--- config.mk ---
export PLATFORM = sky130hd
export DESIGN_NAME = inst_encoder
export DESIGN_NICKNAME = d
export VERILOG_FILES = /design/src/rtl/inst_encoder.sv
export SDC_FILE = /design/constraint.sdc
export NUM_CORES = 1
export LEC_CHECK = 0
export CORE_ASPECT_RATIO = 1.4
export CORE_UTILIZATION = 30
export CTS_BUF_LIST = sky130_fd_sc_hd__clkbuf_8
export DETAILED_ROUTE_END_ITERATION = 6
export DONT_BUFFER_PORTS = 1
export SYNTH_ARGS = -nofsm -noshare
export SYNTH_HDL_FRONTEND = slang
export SYNTH_SLANG_ARGS = --single-unit
--- constraint.sdc ---
create_clock -name clk -period 3.85 [get_ports clk]
set_clock_uncertainty 0.15 [all_clocks]
set_input_delay 0.385 -clock clk [delete_from_list [all_inputs] [get_ports clk]]
set_output_delay 0.385 -clock clk [all_outputs]
set_load 0.03 [all_outputs]
--- src/rtl/inst_encoder.sv ---
// RV32I field-bundle encoder: packs opcode/func/register/immediate fields into
// 32-bit instruction words, buffers them in a FIFO and streams them out with byte addresses.
module inst_encoder #(
   parameter int unsigned DEPTH     = 4,
   parameter logic [31:0] BASE_ADDR = 32'h0000_0000
) (
   input  logic                       clk,
   input  logic                       rst_n,
   input  logic                       in_valid,
   output logic                       in_ready,
   input  logic [2:0]                 in_fmt,
   input  logic [4:0]                 in_opcode,
   input  logic [2:0]                 in_func3,
   input  logic                       in_func7,
   input  logic [4:0]                 in_rs1,
   input  logic [4:0]                 in_rs2,
   input  logic [4:0]                 in_rd,
   input  logic [31:0]                in_imm,
   output logic                       out_valid,
   input  logic                       out_ready,
   output logic [31:0]                out_inst,
   output logic [31:0]                out_addr,
   output logic [$clog2(DEPTH):0]     out_count,
   output logic                       err_illegal,
   output logic                       err_misalign
);

   localparam int unsigned AW = $clog2(DEPTH);
   localparam int unsigned CW = AW + 1;

   typedef enum logic [2:0] {
      FMT_R = 3'd0,
      FMT_I = 3'd1,
      FMT_S = 3'd2,
      FMT_B = 3'd3,
      FMT_U = 3'd4,
      FMT_J = 3'd5
   } fmt_e;

   logic [31:0]   mem [DEPTH];
   logic [AW-1:0] wr_ptr, rd_ptr, nxt_rd_ptr;
   logic [CW-1:0] count, nxt_count;
   logic [31:0]   addr_q, inst_q, nxt_head, enc;
   logic [24:0]   hi;
   logic          fmt_illegal, full, accept, push, pop, is_shift_imm;

   always_comb begin
      hi           = '0;
      fmt_illegal  = 1'b0;
      is_shift_imm = (in_opcode == 5'b00100) && ((in_func3 == 3'b001) || (in_func3 == 3'b101));
      case (in_fmt)
         FMT_R: hi = {1'b0, in_func7, 5'b0, in_rs2, in_rs1, in_func3, in_rd};
         FMT_I: begin
            if (is_shift_imm)
               hi = {1'b0, in_func7, 5'b0, in_imm[4:0], in_rs1, in_func3, in_rd};
            else
               hi = {in_imm[11:0], in_rs1, in_func3, in_rd};
         end
         FMT_S: hi = {in_imm[11:5], in_rs2, in_rs1, in_func3, in_imm[4:0]};
         FMT_B: hi = {in_imm[12], in_imm[10:5], in_rs2, in_rs1, in_func3, in_imm[4:1], in_imm[11]};
         FMT_U: hi = {in_imm[31:12], in_rd};
         FMT_J: hi = {in_imm[20], in_imm[10:1], in_imm[11], in_imm[19:12], in_rd};
         default: fmt_illegal = 1'b1;
      endcase
      enc = {hi, in_opcode, 2'b11};
   end

   assign full      = (count == CW'(DEPTH));
   assign in_ready  = !full;
   assign out_valid = (count != '0);
   assign accept    = in_valid && in_ready;
   assign push      = accept && !fmt_illegal;
   assign pop       = out_valid && out_ready;

   // Head register is reloaded with whatever entry heads the FIFO after this edge;
   // a word pushed into a slot that becomes the head bypasses the array.
   always_comb begin
      nxt_rd_ptr = pop ? rd_ptr + AW'(1) : rd_ptr;
      nxt_count  = count + CW'(push) - CW'(pop);
      nxt_head   = (push && (wr_ptr == nxt_rd_ptr)) ? enc : mem[nxt_rd_ptr];
   end

   always_ff @(posedge clk) begin
      if (push)
         mem[wr_ptr] <= enc;
   end

   always_ff @(posedge clk) begin
      if (!rst_n) begin
         wr_ptr       <= '0;
         rd_ptr       <= '0;
         count        <= '0;
         inst_q       <= '0;
         addr_q       <= BASE_ADDR;
         err_illegal  <= 1'b0;
         err_misalign <= 1'b0;
      end else begin
         if (push)
            wr_ptr <= wr_ptr + AW'(1);
         rd_ptr <= nxt_rd_ptr;
         count  <= nxt_count;
         if (nxt_count != '0)
            inst_q <= nxt_head;
         if (pop)
            addr_q <= addr_q + 32'd4;
         err_illegal  <= accept && fmt_illegal;
         err_misalign <= accept && ((in_fmt == FMT_B) || (in_fmt == FMT_J)) && in_imm[0];
      end
   end

   assign out_inst  = inst_q;
   assign out_addr  = addr_q;
   assign out_count = count;

endmodule
Yosys cells after proc, flatten, opt, wreduce, memory -nomap -nowiden
Memories as Yosys holds them, arrays and structs flattened. A register that Yosys moved wholly into a read port is not among the register bits.
Cells that the tools add are included.
{"block": "classes", "muxes": 7, "n_addsub": 5, "eq_ne": 10, "n_reduce_logical": 16}
{"cell": "$pmux W25 S6", "count": 1}
{"cell": "$add A32 B3 Y32 const B", "count": 1}
{"cell": "$mux W32", "count": 1}
{"cell": "$mux W25", "count": 1}
{"cell": "$eq A3 B3 Y1 const B", "count": 4}
{"cell": "$logic_and A1 B1 Y1", "count": 8}
{"cell": "$eq A3 B1 Y1 const B", "count": 2}
{"cell": "$eq A3 B2 Y1 const B", "count": 2}
{"cell": "$reduce_bool A3 Y1", "count": 2}
{"cell": "$reduce_or A6 Y1", "count": 1}
{"cell": "$eq A5 B3 Y1 const B", "count": 1}
{"cell": "$add A2 B1 Y2 const B", "count": 2}
{"cell": "$add A3 B1 Y3", "count": 1}
{"cell": "$logic_not A3 Y1", "count": 1}
{"cell": "$mux W1", "count": 3}
{"cell": "$sub A3 B1 Y3", "count": 1}
{"cell": "$eq A2 B2 Y1", "count": 1}
{"cell": "$logic_not A1 Y1", "count": 2}
{"cell": "$logic_or A1 B1 Y1", "count": 2}
{"cell": "$mux W2", "count": 1}
{"block": "totals", "input_bits": 63, "ram_bits": 120, "out_inout_bits": 71, "n_memories": 1, "register_bits": 73}
{"name": "mem", "words": 4, "width": 30, "rd": 1, "rd_clocked_by_memory_dff": 1, "wr": 1, "line_no": "40", "rtl": "logic [31:0] mem [DEPTH];"}

Depth between registers and ports, before layout
{"block": "depth", "ltp_word": 7, "depth_mapped": 17, "ltp_nobuf": 12}

Least setup slack after synthesis
Ideal clock, no wire load.
{"block": "synth_timing", "kind": "reg-to-reg", "start": "register count[2], in the netlist out_count[2]", "end": "register inst_q[20], in the netlist out_inst[20], read port of mem", "t_required_ns": 3.583, "setup_time_ns": 0.117, "stages_incl_launch_ff": 17, "synth_period_minus_slack_ns": 3.910, "path_buffers": 5, "setup_slack_ns": -0.060, "arrival_time_ns": 3.643, "path_cell_list": "dfxtp_1 buf_2 buf_2 nand2_1 and3_1 clkbuf_1 clkbuf_1 nand2_1 nand2_1 ha_1 fa_1 xnor3_1 or3_1 and2_1 clkbuf_1 o31a_1 a22o_1"}
{"block": "synth_via", "elab_chain_cells": 7, "elab_cells_between_ends": 10}
{"item": "from (decl)", "line_no": "42", "rtl": "logic [CW-1:0] count, nxt_count;"}
{"item": "from (signal assigned)", "line_no": "101", "rtl": "count <= nxt_count;"}
{"item": "$eq A3 B3 Y1", "line_no": "68", "rtl": "assign full = (count == CW'(DEPTH));"}
{"item": "$logic_not A1 Y1", "line_no": "69", "rtl": "assign in_ready = !full;"}
{"item": "named net in_ready", "line_no": "10", "rtl": "output logic in_ready,"}
{"item": "$logic_and A1 B1 Y1", "line_no": "71", "rtl": "assign accept = in_valid && in_ready;"}
{"item": "$logic_and A1 B1 Y1", "line_no": "72", "rtl": "assign push = accept && !fmt_illegal;"}
{"item": "$add A3 B1 Y3", "line_no": "79", "rtl": "nxt_count = count + CW'(push) - CW'(pop);"}
{"item": "$sub A3 B1 Y3", "line_no": "79"}
{"item": "$reduce_bool A3 Y1", "line_no": "102", "rtl": "if (nxt_count != '0)"}
{"item": "to (decl)", "line_no": "43", "rtl": "logic [31:0] addr_q, inst_q, nxt_head, enc;"}
The timed path passes the listed nets, and every way through them passes these cells.
A chain may end at the register's enable or synchronous reset.

Worst setup path after layout
{"block": "layout_timing", "start": "register count[1], in the netlist out_count[1]", "end": "register inst_q[20], in the netlist out_inst[20], read port of mem"}
The elaborated chain is that of the path after synthesis.

==> results.json <==
{
  "ys.flop_type": "edfxtp_1",
  "ys_ff_latch": 190,
  "gp_congestion": 0.732,
  "clock-sinks": 190,
  "yosysTopAreaCell": "edfxtp_1",
  "ff_latch_area_um2": 5010,
  "pin_count": 134,
  "core_region_area_um2": 31700,
  "peakVddDrop_mv": 0.272,
  "ctsLongestPathBuffers": 2,
  "p_leak_nw": 3.81,
  "hold_path_class": "in -> reg",
  "via_count": 7384,
  "yosysSeqAreaShare_pct": 51.5,
  "antenna_found_initial": 1,
  "slowest_delay_ns": 0.55,
  "async_reset_ff_share_pct": 0,
  "rsz0062_at_grt": "no",
  "clock-root-buffer": "clkbuf_8",
  "path_cells": "nor2_1, nand2_2, nand3_1, nand2_1, nand2_1, ha_1, fa_1, xnor3_1, or3_1, and2_1, buf_4, o31a_1, a22o_1",
  "critPathSlowestCell": "dfxtp_2",
  "crit_path_start_kind": "register",
  "cts-resized-gates": 0,
  "p_total_mw": 6.89,
  "start_util_pct": 30.7,
  "first_iter_violations": 601,
  "fillCellCount": 3157,
  "dieArea_um2": 33100,
  "drc": 0,
  "port_buffers": 0,
  "synth.top_cell.area_share_pct": 37.1,
  "cp_max_fo": 30,
  "end_kind": "register",
  "run_status": "completed",
  "path_buf_inv": 1,
  "hpwlAfterDp_um": 17200,
  "routedWlPerCell_um": 21.2,
  "cp_top_family": "simple AND/OR/NAND/NOR gates",
  "grt_pass1_wl_um": 42200,
  "timing_worst_setup_path_type": "reg -> reg",
  "drive_gt1_share_pct": 8.10,
  "vias_per_cell": 5.69,
  "cts_tree": "built",
  "finalSetupViolCount": 0,
  "fmax_ghz": 0.290,
  "multiInputGateArea_um2": 4260,
  "dieWidth_um": 154,
  "r2r_start": "out_count[1]",
  "hold_start": "in_fmt[2]",
  "drt-total-wl_um": 27600,
  "synthDistinctLibCells": 56,
  "cp_common_cell": "nand2_1",
  "cts.clk_slew.worst_paths_ns": 0.10,
  "finalSetupTns_ns": 0,
  "cp.arrival_ns": 3.69,
  "grt_pass1_vias": 7475,
  "htree_levels": 4,
  "grt-ovfl-total": 0,
  "critPathLaunch": "out_count[1]",
  "die_y_um": 215,
  "synthTopCellsByArea": "edfxtp_1 37%, dfxtp_1 14%, mux2i_1 9.6%",
  "row_count": 77,
  "avgSynthCellArea_um2": 10.5,
  "area_growth_pct": 9.41,
  "relSlewSlack_pct": 27.6,
  "synth_edf_count": 120,
  "cts_made_buffers": 17,
  "syn_inst": 921,
  "grt_max_degree": 123,
  "slew_violations": 0,
  "worst_pin_slew_ns": 1.08,
  "finalCritPeriodShare_pct": 89.6,
  "drv_cap": 0,
  "synth_area_um2": 9720,
  "clk-insertion-delay-late_ns": 0.48,
  "finalHoldViolCount": 0,
  "powerDensity_nw_per_um2": 648,
  "nNetsFinal": 958,
  "grtUsageTotal_pct": 16.8,
  "first_pass_iters": 5,
  "final.min_clock_period_ns": 3.45,
  "synth-warning-count": 0,
  "cp.required_ns": 4.09,
  "drtAntennaViolNets": 0
}
[registers in the layout, summed over array words and instances, names as in the netlist]
signal	count
wr_ptr	2
out_count	3
out_addr	30
err_illegal	1
mem	120
out_inst	31
err_misalign	1
rd_ptr	2
[per-layer routing]
layer / track usage, % / wire [µm] / vias to the layer above
met2: 28.6 / 13600 / 258
met5: 0 / 0 / -
met4: 7.67 / 697 / 0
met3: 5.34 / 2220 / 50
li1: - / - / 3429
met1: 18.9 / 11100 / 3647
[cell type report]
cell class	count	share of cell area [%]
Clock buffer	17	2.20
Inverter	26	0.918
Clock inverter	15	1.85
Sequential cell	190	47.2
Tap cell	395	4.65
Timing Repair Buffer	36	3.15
Multi-Input combinational cell	617	40.0
Antenna cell	2	0.0471
[placed cells by master (no fill, tap or decap), types with 7 or more instances in the layout]
cell,instances
mux2i_1,93
clkbuf_8,17
inv_1,25
nand3_1,15
o311a_1,29
a211oi_1,29
nor3_1,8
o211ai_1,7
nor2_1,30
or3_1,10
o21ai_0,43
edfxtp_1,120
a221oi_1,30
nand2_1,132
buf_4,22
a21oi_1,16
nor2b_1,7
dlygate4sd3_1,11
o31ai_1,28
dfxtp_1,66
o21ai_1,10
xnor2_1,17
and2_1,10
a311oi_1,29
[Yosys cell counts (4+ instances only)]
library cell / n
edfxtp_1: 120
ha_1: 6
nor4_1: 6
inv_1: 25
a211oi_1: 29
buf_2: 20
nand3_1: 15
o21ai_0: 43
and3_1: 4
mux2i_1: 93
o21ai_1: 10
nor3_1: 8
clkbuf_1: 60
nor2b_1: 8
xnor2_1: 17
or3_1: 10
buf_1: 4
xor2_1: 5
buf_4: 5
nand4_1: 6
nand2_1: 133
a32oi_1: 5
a221oi_1: 30
dfxtp_1: 70
nand2b_1: 4
and2_1: 10
a22oi_1: 4
o31ai_1: 28
nor2_1: 31
a21oi_1: 16
o311a_1: 29
o211ai_1: 7
a311oi_1: 29
[metrics by stage]
| stage | hold WS (ns) | setup WS (ns) | instance area (µm²) | util [%] | cells |
|---|---|---|---|---|---|
| 2_1_floorplan | 0.323 | 0.0614 | 9720 | - | 922 |
| 3_3_place_gp | 0.335 | 0.521 | 10100 | 31.8 | 1253 |
| 3_5_place_dp | 0.335 | 0.458 | 10100 | 31.8 | 1253 |
| 4_1_cts | 0.0000659 | 0.444 | 10600 | 33.5 | 1295 |
| 5_1_grt | 0.0318 | 0.259 | 10600 | 33.5 | 1298 |
| 6_report | 0.0736 | 0.399 | 10600 | 33.5 | 1298 |
[timing repair]
action,4_1_cts,5_1_grt
hold buffers,10,1
setup endpoints to repair,0,0
setup buffers,0,0
hold endpoints to repair,32,1
[power by group]
group / switching [mW] / internal (mW)
Clock: 0.723 / 0.703
Sequential: 0.557 / 2.44
Combinational: 1.54 / 0.934
Total: 2.82 / 4.07
[cell families (layout without fill, tap and decap cells)]
family | Yosys count | count (layout) | share of synthesized area [%]
adders and majority gates | 7 | 7 | 0.979
and+or+nand+nor | 246 | 246 | 11.6
muxes | 95 | 95 | 9.81
DFF | 190 | 190 | 51.5
other | 1 | 4 | 0.0386
buffers and inverters | 115 | 94 | 4.89
xor gates and xnor gates | 24 | 24 | 2.38
AOI/OAI and AO/OA | 243 | 243 | 18.8
[final timing paths]
kind / endpoint / slack (ns) / depth (start not counted)
worst max-delay path: out_inst[20] / 0.40 / 13
worst min-delay path: err_illegal / 0.07 / 2
worst max register to register: out_inst[20] / 0.40 / 13
worst min register to register: wr_ptr[0] / 0.38 / 2
Note: power is estimated with default switching activity, not from simulation.
